[src/rtl/ctrl_pkg.sv]
// ctrl_pkg: shared types and encodings for the multicycle ARM-subset controller.
//   state_t    - FSM state encoding
//   cond_t     - ARM condition field codes
//   ALU_*      - ALUControl encodings
//   RES_*      - ResultSrc encodings
//   SRCB_*     - ALUSrcB encodings
//   OP_*       - instr[27:26] opcode classes
//   CMD_*      - data-processing Funct[4:1] command codes (CMP/MOV included)
package ctrl_pkg;

    typedef enum logic [3:0] {
        FETCH    = 4'd0,
        DECODE   = 4'd1,
        MEMADR   = 4'd2,
        MEMREAD  = 4'd3,
        MEMWRITE = 4'd4,
        MEMWB    = 4'd5,
        EXECUTER = 4'd6,
        EXECUTEI = 4'd7,
        ALUWB    = 4'd8,
        BRANCH   = 4'd9
    } state_t;

    typedef enum logic [3:0] {
        COND_EQ = 4'b0000,
        COND_NE = 4'b0001,
        COND_CS = 4'b0010,
        COND_CC = 4'b0011,
        COND_MI = 4'b0100,
        COND_PL = 4'b0101,
        COND_VS = 4'b0110,
        COND_VC = 4'b0111,
        COND_HI = 4'b1000,
        COND_LS = 4'b1001,
        COND_GE = 4'b1010,
        COND_LT = 4'b1011,
        COND_GT = 4'b1100,
        COND_LE = 4'b1101,
        COND_AL = 4'b1110,
        COND_NV = 4'b1111
    } cond_t;

    localparam logic [1:0] ALU_ADD = 2'b00;
    localparam logic [1:0] ALU_SUB = 2'b01;
    localparam logic [1:0] ALU_AND = 2'b10;
    localparam logic [1:0] ALU_ORR = 2'b11;

    localparam logic [1:0] RES_ALUOUT    = 2'b00;
    localparam logic [1:0] RES_READDATA  = 2'b01;
    localparam logic [1:0] RES_ALURESULT = 2'b10;

    localparam logic [1:0] SRCB_RD2    = 2'b00;
    localparam logic [1:0] SRCB_EXTIMM = 2'b01;
    localparam logic [1:0] SRCB_FOUR   = 2'b10;

    localparam logic [1:0] OP_DP  = 2'b00;
    localparam logic [1:0] OP_MEM = 2'b01;
    localparam logic [1:0] OP_BR  = 2'b10;
    localparam logic [1:0] OP_ILL = 2'b11;

    localparam logic [3:0] CMD_AND = 4'b0000;
    localparam logic [3:0] CMD_SUB = 4'b0010;
    localparam logic [3:0] CMD_ADD = 4'b0100;
    localparam logic [3:0] CMD_ORR = 4'b1100;
    localparam logic [3:0] CMD_CMP = 4'b1010;
    localparam logic [3:0] CMD_MOV = 4'b1101;

    function automatic logic cmd_legal(input logic [3:0] cmd);
        case (cmd)
            CMD_AND, CMD_SUB, CMD_ADD, CMD_ORR, CMD_CMP, CMD_MOV: cmd_legal = 1'b1;
            default:                                              cmd_legal = 1'b0;
        endcase
    endfunction

    // CMP is a SUB with no writeback; MOV uses the ORR path (Rn is zero).
    function automatic logic [1:0] alu_decode(input logic [3:0] cmd);
        case (cmd)
            CMD_ADD:          alu_decode = ALU_ADD;
            CMD_SUB, CMD_CMP: alu_decode = ALU_SUB;
            CMD_AND:          alu_decode = ALU_AND;
            CMD_ORR, CMD_MOV: alu_decode = ALU_ORR;
            default:          alu_decode = ALU_ADD;
        endcase
    endfunction

    // Commands whose carry/overflow outputs are meaningful.
    function automatic logic cmd_arith(input logic [3:0] cmd);
        cmd_arith = (cmd == CMD_ADD) || (cmd == CMD_SUB) || (cmd == CMD_CMP);
    endfunction

endpackage

[src/rtl/cond_unit.sv]
// cond_unit: NZCV flags register plus ARM condition evaluation.
// Ports:
//   clk, rst_n  - clock, asynchronous active-low reset (flags clear to 0000)
//   cond        - instruction condition field
//   alu_flags   - NZCV from the ALU this cycle
//   we_nz       - load N and Z at the clock edge
//   we_cv       - load C and V at the clock edge
//   flags       - registered NZCV
//   cond_ok     - condition passes against the registered flags
module cond_unit
    import ctrl_pkg::*;
(
    input  logic       clk,
    input  logic       rst_n,
    input  logic [3:0] cond,
    input  logic [3:0] alu_flags,
    input  logic       we_nz,
    input  logic       we_cv,
    output logic [3:0] flags,
    output logic       cond_ok
);

    logic n, z, c, v;

    always_ff @(posedge clk or negedge rst_n) begin
        if (!rst_n) begin
            flags <= 4'b0000;
        end else begin
            if (we_nz) flags[3:2] <= alu_flags[3:2];
            if (we_cv) flags[1:0] <= alu_flags[1:0];
        end
    end

    assign {n, z, c, v} = flags;

    always_comb begin
        cond_ok = 1'b0;
        case (cond_t'(cond))
            COND_EQ: cond_ok = z;
            COND_NE: cond_ok = ~z;
            COND_CS: cond_ok = c;
            COND_CC: cond_ok = ~c;
            COND_MI: cond_ok = n;
            COND_PL: cond_ok = ~n;
            COND_VS: cond_ok = v;
            COND_VC: cond_ok = ~v;
            COND_HI: cond_ok = c & ~z;
            COND_LS: cond_ok = ~c | z;
            COND_GE: cond_ok = (n == v);
            COND_LT: cond_ok = (n != v);
            COND_GT: cond_ok = ~z & (n == v);
            COND_LE: cond_ok = z | (n != v);
            COND_AL: cond_ok = 1'b1;
            COND_NV: cond_ok = 1'b0;
            default: cond_ok = 1'b0;
        endcase
    end

endmodule

[src/rtl/multicycle_controller.sv]
// multicycle_controller: Moore FSM control unit for the multicycle ARM-subset
// datapath (ADD/SUB/AND/ORR/CMP/MOV, LDR/STR, B) with one shared memory port.
// Optional feature macro: PERF_CNT_EN adds cycle_cnt / retired_cnt outputs.
//
// state    | meaning
// FETCH    | read instr at PC, PC <= PC+4 when memory ready
// DECODE   | read registers, evaluate condition, dispatch
// MEMADR   | compute Rn + imm address
// MEMREAD  | load access, waits on mem_ready
// MEMWRITE | store access, MemWrite held until mem_ready
// MEMWB    | write loaded data to Rd
// EXECUTER | ALU op with register operand, optional flag update
// EXECUTEI | ALU op with immediate operand, optional flag update
// ALUWB    | write ALU result to Rd (skipped for CMP)
// BRANCH   | PC <= PC+8+imm
//
// Ports:
//   clk, rst_n     - clock, asynchronous active-low reset
//   instr          - instruction register (Cond, Op, Funct, Rd fields)
//   alu_flags      - NZCV from the ALU this cycle
//   mem_ready      - memory access completes this cycle
//   PCWrite, IRWrite, RegWrite, MemWrite - datapath enables
//   AdrSrc, ResultSrc, ALUSrcA, ALUSrcB, ImmSrc, RegSrc, ALUControl - mux/ALU selects
//   illegal_instr  - one-cycle pulse in DECODE on an unsupported encoding
//   cycle_cnt, retired_cnt - performance counters (PERF_CNT_EN only)
module multicycle_controller
    import ctrl_pkg::*;
#(
    parameter state_t RESET_STATE = FETCH
) (
    input  logic        clk,
    input  logic        rst_n,
    input  logic [31:0] instr,
    input  logic [3:0]  alu_flags,
    input  logic        mem_ready,
    output logic        PCWrite,
    output logic        IRWrite,
    output logic        RegWrite,
    output logic        MemWrite,
    output logic        AdrSrc,
    output logic [1:0]  ResultSrc,
    output logic        ALUSrcA,
    output logic [1:0]  ALUSrcB,
    output logic [1:0]  ImmSrc,
    output logic [1:0]  RegSrc,
    output logic [1:0]  ALUControl,
    output logic        illegal_instr
`ifdef PERF_CNT_EN
    ,
    output logic [31:0] cycle_cnt,
    output logic [31:0] retired_cnt
`endif
);

    state_t state, next_state;

    logic [3:0] cond;
    logic [1:0] op;
    logic [5:0] funct;
    logic [3:0] cmd;
    logic [3:0] rd;
    logic       is_cmp;
    logic       rd_pc;
    logic       cond_ok;
    logic [3:0] flags;
    logic       we_nz, we_cv;
    logic       pcw_c, irw_c, regw_c, memw_c;
    logic       unused_instr_bits;

    assign cond   = instr[31:28];
    assign op     = instr[27:26];
    assign funct  = instr[25:20];
    assign cmd    = funct[4:1];
    assign rd     = instr[15:12];
    assign is_cmp = (cmd == CMD_CMP);
    assign rd_pc  = (rd == 4'd15);
    assign unused_instr_bits = ^{instr[19:16], instr[11:0], flags};

    assign ImmSrc = op;
    assign RegSrc = {(op == OP_MEM) & ~funct[0], (op == OP_BR)};

    cond_unit u_cond (
        .clk       (clk),
        .rst_n     (rst_n),
        .cond      (cond),
        .alu_flags (alu_flags),
        .we_nz     (we_nz),
        .we_cv     (we_cv),
        .flags     (flags),
        .cond_ok   (cond_ok)
    );

    always_ff @(posedge clk or negedge rst_n) begin
        if (!rst_n) state <= RESET_STATE;
        else        state <= next_state;
    end

    always_comb begin
        next_state    = state;
        pcw_c         = 1'b0;
        irw_c         = 1'b0;
        regw_c        = 1'b0;
        memw_c        = 1'b0;
        AdrSrc        = 1'b0;
        ResultSrc     = RES_ALUOUT;
        ALUSrcA       = 1'b0;
        ALUSrcB       = SRCB_RD2;
        ALUControl    = ALU_ADD;
        illegal_instr = 1'b0;
        we_nz         = 1'b0;
        we_cv         = 1'b0;

        case (state)
            FETCH: begin
                ALUSrcA   = 1'b1;
                ALUSrcB   = SRCB_FOUR;
                ResultSrc = RES_ALURESULT;
                irw_c     = mem_ready;
                pcw_c     = mem_ready;
                if (mem_ready) next_state = DECODE;
            end
            DECODE: begin
                ALUSrcA   = 1'b1;
                ALUSrcB   = SRCB_FOUR;
                ResultSrc = RES_ALURESULT;
                // An unsupported encoding is flagged even when its condition fails.
                if (op == OP_ILL || (op == OP_DP && !cmd_legal(cmd))) begin
                    illegal_instr = 1'b1;
                    next_state    = FETCH;
                end else if (!cond_ok) begin
                    next_state = FETCH;
                end else begin
                    case (op)
                        OP_DP:   next_state = funct[5] ? EXECUTEI : EXECUTER;
                        OP_MEM:  next_state = MEMADR;
                        OP_BR:   next_state = BRANCH;
                        default: next_state = FETCH;
                    endcase
                end
            end
            MEMADR: begin
                ALUSrcB    = SRCB_EXTIMM;
                next_state = funct[0] ? MEMREAD : MEMWRITE;
            end
            MEMREAD: begin
                AdrSrc = 1'b1;
                if (mem_ready) next_state = MEMWB;
            end
            MEMWRITE: begin
                AdrSrc = 1'b1;
                memw_c = 1'b1;
                if (mem_ready) next_state = FETCH;
            end
            MEMWB: begin
                ResultSrc  = RES_READDATA;
                regw_c     = 1'b1;
                pcw_c      = rd_pc;
                next_state = FETCH;
            end
            EXECUTER, EXECUTEI: begin
                ALUSrcB    = (state == EXECUTEI) ? SRCB_EXTIMM : SRCB_RD2;
                ALUControl = alu_decode(cmd);
                we_nz      = funct[0];
                we_cv      = funct[0] & cmd_arith(cmd);
                next_state = ALUWB;
            end
            ALUWB: begin
                ResultSrc  = RES_ALUOUT;
                regw_c     = ~is_cmp;
                pcw_c      = rd_pc & ~is_cmp;
                next_state = FETCH;
            end
            BRANCH: begin
                ALUSrcB    = SRCB_EXTIMM;
                ResultSrc  = RES_ALURESULT;
                pcw_c      = 1'b1;
                next_state = FETCH;
            end
            default: next_state = FETCH;
        endcase
    end

    // Write enables must be inactive for as long as reset is asserted,
    // even though FETCH would otherwise follow mem_ready.
    assign PCWrite  = pcw_c  & rst_n;
    assign IRWrite  = irw_c  & rst_n;
    assign RegWrite = regw_c & rst_n;
    assign MemWrite = memw_c & rst_n;

`ifdef PERF_CNT_EN
    logic retire;

    assign retire = (next_state == FETCH) &&
                    ((state == MEMWB) || (state == MEMWRITE) ||
                     (state == ALUWB) || (state == BRANCH));

    always_ff @(posedge clk or negedge rst_n) begin
        if (!rst_n) begin
            cycle_cnt   <= 32'd0;
            retired_cnt <= 32'd0;
        end else begin
            cycle_cnt <= cycle_cnt + 32'd1;
            if (retire) retired_cnt <= retired_cnt + 32'd1;
        end
    end
`endif

endmodule

[config.mk]
export PLATFORM = sky130hd
export DESIGN_NAME = multicycle_controller
export DESIGN_NICKNAME = d
export VERILOG_FILES = /design/src/rtl/ctrl_pkg.sv /design/src/rtl/cond_unit.sv /design/src/rtl/multicycle_controller.sv
export SDC_FILE = /design/constraint.sdc
export NUM_CORES = 1
export LEC_CHECK = 0
export BUFFER_PORTS_ARGS = -buffer_cell sky130_fd_sc_hd__buf_2
export CORE_MARGIN = 4
export CORE_UTILIZATION = 28
export DETAILED_ROUTE_END_ITERATION = 10
export PLACE_DENSITY = 0.7
export SETUP_SLACK_MARGIN = 0.3
export SLEW_MARGIN = 20
export SYNTH_ARGS = -nofsm -noshare
export SYNTH_HDL_FRONTEND = slang
export SYNTH_SLANG_ARGS = --single-unit
[constraint.sdc]
create_clock -name clk -period 1.5 [get_ports clk]
set_clock_uncertainty 0.1 [all_clocks]
set_input_delay 0.15 -clock clk [delete_from_list [all_inputs] [get_ports clk]]
set_output_delay 0.15 -clock clk [all_outputs]
set_load 0.05 [all_outputs]
==> impl_metrics.py, run 1 <==
metrics = {
    "status": {
        "status": "finished, violations left",
        "failed_checks": "negative setup slack",
    },
    "synthesis": {
        "syn_area_um2": 918,
        "synthTopCellsByCount": "nor2_1, nand2_1, dfrtp_1, a21oi_1, nand2b_1",
        "yosys.area_share.simple_pct": 34.2,
        "muxShareOfSynthArea_pct": 7.08,
        "synth_top_area_share_pct": 21.8,
        "synth-seq-area-share_pct": 21.8,
        "ys_ff_latch": 8,
        "yosys.area.top_type": "dfrtp_1",
        "synth.distinct_cells": 45,
        "synthesis.nets": 158,
        "synth_edf_count": 0,
        "async_flop_share_pct": 100,
        "ys.flop_type": "dfrtp_1",
        "synth_area_per_cell_um2": 7.72,
        "yosysWarnings": 0,
        "synth_fa_ha_area_share_pct": 0,
        "synth_top_family_by_area": "simple AND/OR/NAND/NOR gates",
        "synthCells": 119,
        "synth_xor_area_share_pct": 2.86,
        "synth_area_leaders": "dfrtp_1, nor2_1, mux2_2",
        "synth_compound_area_share_pct": 25.5,
        "synth_most_common_cell": "nor2_1",
    },
    "pwr": {
        "power.switching_mw": 1.29,
        "vdd_drop_max_uv": 1160,
        "cellPowerDensity_nw_per_um2": 1400,
        "intPower_mw": 1.43,
        "power_frac_seq_pct": 13.9,
        "swShare_pct": 47.5,
        "p_leak_nw": 0.880,
        "comb_power_share_pct": 80.1,
        "power_frac_clock_pct": 6.0,
    },
    "sta": {
        "slew_viol_final": 0,
        "hold_viol": 0,
        "setup_ws_ns": -0.328,
        "rsz0062_at_grt": "yes",
        "fin_crit_ns": 1.83,
        "post-route-period-util_pct": 122,
        "setup_viol": 21,
        "fmax_mhz": 547,
        "relSlewSlack_pct": 73.9,
        "worst_pin_slew_ns": 0.390,
        "hold_ws_ns": 0.0367,
    },
    "routing": {
        "wl_met3_um": 153,
        "vias": 1206,
        "drt_drc_violations_left": 0,
        "wl_met1_um": 1290,
        "wl_per_cell_um": 13.9,
        "drtAntennaViolNets": 0,
        "vias_per_cell": 4.88,
        "firstDrtPassIters": 4,
        "top_layer": "met4",
        "drtIter0Drc": 29,
        "wl_met2_um": 1900,
        "drt-total-wl_um": 3430,
    },
    "global_route": {
        "antenna_found_initial": 0,
        "grt_pass1_wl_um": 5580,
        "grt_pass1_vias": 1295,
        "grt_max_degree": 9,
        "grtUsageTotal_pct": 16.6,
        "grt.overflow.total": 0,
    },
    "worst_setup_path": {
        "cp-start-kind": "flip-flop",
        "crit_type": "flip-flop to primary output",
        "critical_path_arrival_ns": 1.58,
        "cp-end-kind": "primary output",
        "cp_max_fo": 4,
        "crit_required_ns": 1.25,
        "r2r_cells": 7,
        "r2r_start": "state[1]",
        "reg2reg_to": "state[3]",
        "r2r_slack_ns": -0.25,
    },
    "cts": {
        "cts_root_buf": "clkbuf_4",
        "clkSlewWorstSetupHoldPaths_ns": 0.05,
        "htreeDepth": 1,
        "cts.path.max_buffers": 2,
        "cts_tree": "done",
        "cts.sinks": 8,
        "clock_latency_ns": 0.25,
        "cts_buffers": 3,
    },
    "flow_run": {
        "cap_violations": 0,
    },
    "layout": {
        "nFillCells": 289,
        "drive_gt1_share_pct": 72.4,
        "syn2layout_area_growth_pct": 110,
        "multiInputGateArea_um2": 916,
        "antenna_cells": 0,
        "seqCellArea_um2": 206,
        "nets": 244,
    },
    "place": {
        "gp_congestion": 0.841,
        "portBuffers": 39,
        "place_ws_ns": -0.205,
        "hpwl_um": 2310,
    },
    "worst_hold_path": {
        "hold_path_end": "u_cond.flags[2]",
        "min_path_type": "input port to flip-flop",
        "hold_depth": 2,
        "hp-start": "alu_flags[2]",
    },
    "floorplanning": {
        "initial_core_util_pct": 29.6,
        "die_w_um": 65.3,
        "die_area_um2": 4260,
        "coreArea_um2": 3100,
        "num_rows": 20,
        "ios": 56,
        "die_y_um": 65.3,
    },
}
cells in the final DEF (no fill, tap or decap), types with 4 or more instances in the layout:
| cell | instances |
|---|---|
| buf_2 | 26 |
| buf_4 | 38 |
| buf_6 | 20 |
| dfrtp_2 | 5 |
| nand2_1 | 8 |
| nand2b_1 | 4 |
| nor2_1 | 13 |
| nor2_4 | 5 |
| o21ai_1 | 4 |
power groups by stage:
stage / combinational [mW] / sequential, mW / clock, mW
global placement: 1.49 / 0.350 / 0
detailed placement: 1.51 / 0.351 / 0
finish: 2.18 / 0.377 / 0.163
global route: 2.32 / 0.385 / 0.185
floorplan: 1.17 / 0.322 / 0
CTS: 2.00 / 0.364 / 0.172
stage by stage:
step	cells	area, µm²	utilization [%]	power, mW	setup TNS [ns]
after floorplan	119	1080	-	1.49	-0.580
after global placement	227	1500	48.3	1.84	-0.947
after detailed placement	227	1500	48.3	1.86	-1.18
after CTS	244	1820	58.8	2.53	-3.53
after global routing	247	1930	62.3	2.89	-5.32
final	247	1930	62.3	2.72	-4.09
kinds of logic (layout without fill, tap and decap cells):
group,after synthesis,after routing
multiplexers,6,6
flip-flops,8,8
AO/OA/AOI/OAI,29,29
XOR/XNOR,3,3
buffers and inverters,12,96
AND/OR/NAND/NOR,61,61
metal layers:
metal,track usage (%),vias to the layer above
met5,0,-
met4,7.25,0
met3,2.56,11
met2,32.1,34
met1,17.3,568
li1,-,593
worst max-delay path: stages, from the launching register on:
cell and delay (ns):
dfrtp_1 0.45, nand2b_4 0.18, or3_4 0.39, nor3_4 0.13
buf_6 0.18
area by class of cell:
class / count / share of cell area, %
flip-flops and latches: 8 / 10.7
inverters: 4 / 0.906
well taps: 44 / 2.85
multi-input cells: 99 / 47.4
repair buffers: 89 / 37.0
clock buffers: 3 / 1.17
registers in the layout, indices dropped and copies added (netlist names):
register,cells
state,4
u_cond.flags,4
what timing repair did:
item,CTS,global route
gates resized for setup,56,21
hold endpoints to repair,8,0
setup endpoints to repair,22,21
setup buffers,13,3
pin swaps,12,6
hold buffers,1,0
how the worst max path moves through the flow:
stage | slack (ns) | start | cells past startpoint | endpoint
6_report | -0.33 | state[1] | 4 | illegal_instr
5_1_grt | -0.37 | state[1] | 4 | illegal_instr
4_1_cts | -0.31 | state[2] | 5 | PCWrite
3_5_place_dp | -0.21 | u_cond.flags[3] | 5 | state[2]
3_3_place_gp | -0.15 | state[2] | 5 | PCWrite
2_1_floorplan | -0.17 | state[2] | 4 | PCWrite
(Power assumes the default switching activity.)
==> run 2: changes to the inputs <==
--- a/config.mk
+++ b/config.mk
@@ -9,7 +9,8 @@
 export CORE_MARGIN = 4
 export CORE_UTILIZATION = 28
 export DETAILED_ROUTE_END_ITERATION = 10
-export PLACE_DENSITY = 0.7
+export GPL_TIMING_DRIVEN = 0
+export PLACE_DENSITY = 0.68
 export SETUP_SLACK_MARGIN = 0.3
 export SLEW_MARGIN = 20
 export SYNTH_ARGS = -nofsm -noshare
==> constraint.sdc (replaced) <==
create_clock -name clk -period 1.81 [get_ports clk]
set_clock_uncertainty 0.1 [all_clocks]
set_input_delay 0.181 -clock clk [delete_from_list [all_inputs] [get_ports clk]]
set_output_delay 0.181 -clock clk [all_outputs]
set_load 0.05 [all_outputs]
==> run 2 against run 1 <==
- design area fell by 11%
- register-to-register slack better by 0.33 ns
- largest cell class unchanged
- the run still ends with negative setup slack left
- die area stayed put
- largest power group unchanged
- sequential cell count stayed put
- highest routed layer unchanged
- non-clock buffer count shrank 23
==> impl_metrics.py, run 2 (synthesized netlist as in run 1, its figures left out) <==
metrics = {
    "floorplanning": {
        "ios": 56,
        "initial_core_util_pct": 29.6,
        "die_w_um": 65.3,
        "num_rows": 20,
        "die_area_um2": 4260,
        "coreArea_um2": 3100,
        "die_y_um": 65.3,
    },
    "worst_setup_path": {
        "r2r_slack_ns": 0.08,
        "crit_type": "flip-flop to primary output",
        "cp-start-kind": "flip-flop",
        "critical_path.max_stage_delay_ns": 0.45,
        "cp-end-kind": "primary output",
        "critical_path_arrival_ns": 1.55,
        "cp_max_fo": 8,
        "path_cells": "clkbuf_16 > nor2b_4 > nand2_2 > a21oi_4 > o2bb2ai_4 > buf_8",
        "crit_required_ns": 1.53,
        "cpMaxStageDelayCell": "dfrtp_2",
    },
    "place": {
        "portBuffers": 38,
        "hpwl_um": 2090,
        "gp_congestion": 0.795,
    },
    "cts": {
        "cts.path.max_buffers": 2,
        "clock_latency_ns": 0.24,
        "clkSlewWorstSetupHoldPaths_ns": 0.05,
        "cts_tree": "done",
        "cts_buffers": 3,
        "cts.sinks": 8,
        "cts_root_buf": "clkbuf_4",
        "htreeDepth": 1,
    },
    "layout": {
        "final_cell_mix": "buf_2, buf_4, buf_6",
        "biggestRegsByFlops": "state (4), u_cond.flags (4)",
        "drive_gt1_share_pct": 66.7,
        "syn2layout_area_growth_pct": 86.5,
        "antenna_cells": 0,
        "final_common_cell": "buf_2",
        "nFillCells": 265,
        "nets": 221,
    },
    "routing": {
        "wl_per_cell_um": 14.4,
        "drtIter0Drc": 54,
        "firstDrtPassIters": 4,
        "drt_drc_violations_left": 0,
        "vias": 1154,
        "drt-total-wl_um": 3220,
        "vias_per_cell": 5.15,
        "drtAntennaViolNets": 0,
    },
    "global_route": {
        "grtUsageTotal_pct": 15.3,
        "met1_usage_pct": 17.0,
        "grt_pass1_vias": 1154,
        "grt.met3_usage_pct": 1.54,
        "antenna_found_initial": 0,
        "met2_usage_pct": 28.6,
        "busiest_layer": "met2",
        "grt.overflow.total": 0,
        "grt_max_degree": 11,
        "grt_pass1_wl_um": 5130,
    },
    "worst_hold_path": {
        "min_path_type": "input port to flip-flop",
    },
    "pwr": {
        "vdd_drop_max_uv": 428,
        "cellPowerDensity_nw_per_um2": 1210,
        "p_leak_nw": 0.747,
        "power_mw": 2.08,
    },
    "sta": {
        "setup_viol": 1,
        "fmax_mhz": 547,
        "slew_viol_final": 0,
        "setup_ws_ns": -0.0165,
        "post-route-period-util_pct": 101,
        "setup_tns_ns": -0.0165,
        "rsz0062_at_grt": "yes",
        "hold_viol": 0,
        "worst_pin_slew_ns": 0.377,
        "relSlewSlack_pct": 74.7,
        "fin_crit_ns": 1.83,
    },
    "status": {
        "failed_checks": "negative setup slack",
        "status": "finished, violations left",
    },
    "flow_run": {
        "cap_violations": 0,
    },
}
run 2: cell count changes in the layout (fill, tap and decap cells not counted), sizes merged:
| cell | previous run | this run |
|---|---|---|
| buf | 88 | 63 |
| clkbuf | 3 | 5 |
run 2: path summary, 6_finish.rpt:
check / startpoint / end / depth (start not counted)
worst min-delay path: alu_flags[2] / u_cond.flags[2] / 2
max in group asynchronous: rst_n / state[1] / 2
min in group asynchronous: rst_n / u_cond.flags[1] / 2
worst max-delay path: state[3] / PCWrite / 6
worst max register to register: state[3] / state[2] / 6
worst min register to register: u_cond.flags[1] / u_cond.flags[1] / 1
run 2: power breakdown:
group / switching, mW / internal, mW / total (mW) / leakage [nW]
combinational: 0.920 / 0.753 / 1.67 / 0.630
sequential: 0.0556 / 0.229 / 0.284 / 0.104
clock: 0.0489 / 0.0751 / 0.124 / 0.0138
run 2: cell type report:
class / instances / area [µm²] / area share (%)
Multi-Input combinational cell: 99 / 875 / 51.1
Timing Repair Buffer: 58 / 447 / 26.1
Sequential cell: 8 / 204 / 11.9
Buffer: 8 / 92.6 / 5.41
Tap cell: 44 / 55.1 / 3.21
Clock buffer: 3 / 22.5 / 1.31
Inverter: 4 / 17.5 / 1.02
run 2: through the flow:
step	utilization, %	hold slack [ns]	instance area [µm²]	instances	worst slack [ns]
floorplan	-	-0.215	1030	119	0.0853
global placement	41.2	-0.0514	1280	201	0.0829
detailed placement	41.2	-0.0551	1280	201	0.0764
CTS	52.4	0.0683	1630	219	-0.0285
global route	55.2	0.0808	1710	224	-0.0753
finish	55.2	0.0757	1710	224	-0.0165
run 2: worst max-delay path: cells and delay by family, from the launching register on:
family          cells  cell delay (ns)
compound gates      2             0.31
buf+inv             2             0.33
flops               1             0.45
simple gates        2             0.20
run 2: timing repair:
action / in CTS / in global routing
hold endpoints to repair: 8 / 0
hold buffers: 1 / 0
setup endpoints to repair: 19 / 19
pin swaps: 11 / 6
gates cloned: 0 / 0
resized for setup: 56 / 15
setup buffers: 14 / 5
run 2: metal layers:
metal / wire length (µm) / vias to the layer above / share of wire [%]
met1: 1190 / 554 / 37
met5: 0 / - / 0
met3: 229 / 8 / 7.1
li1: - / 544 / -
met4: 85 / 0 / 2.6
met2: 1710 / 48 / 53
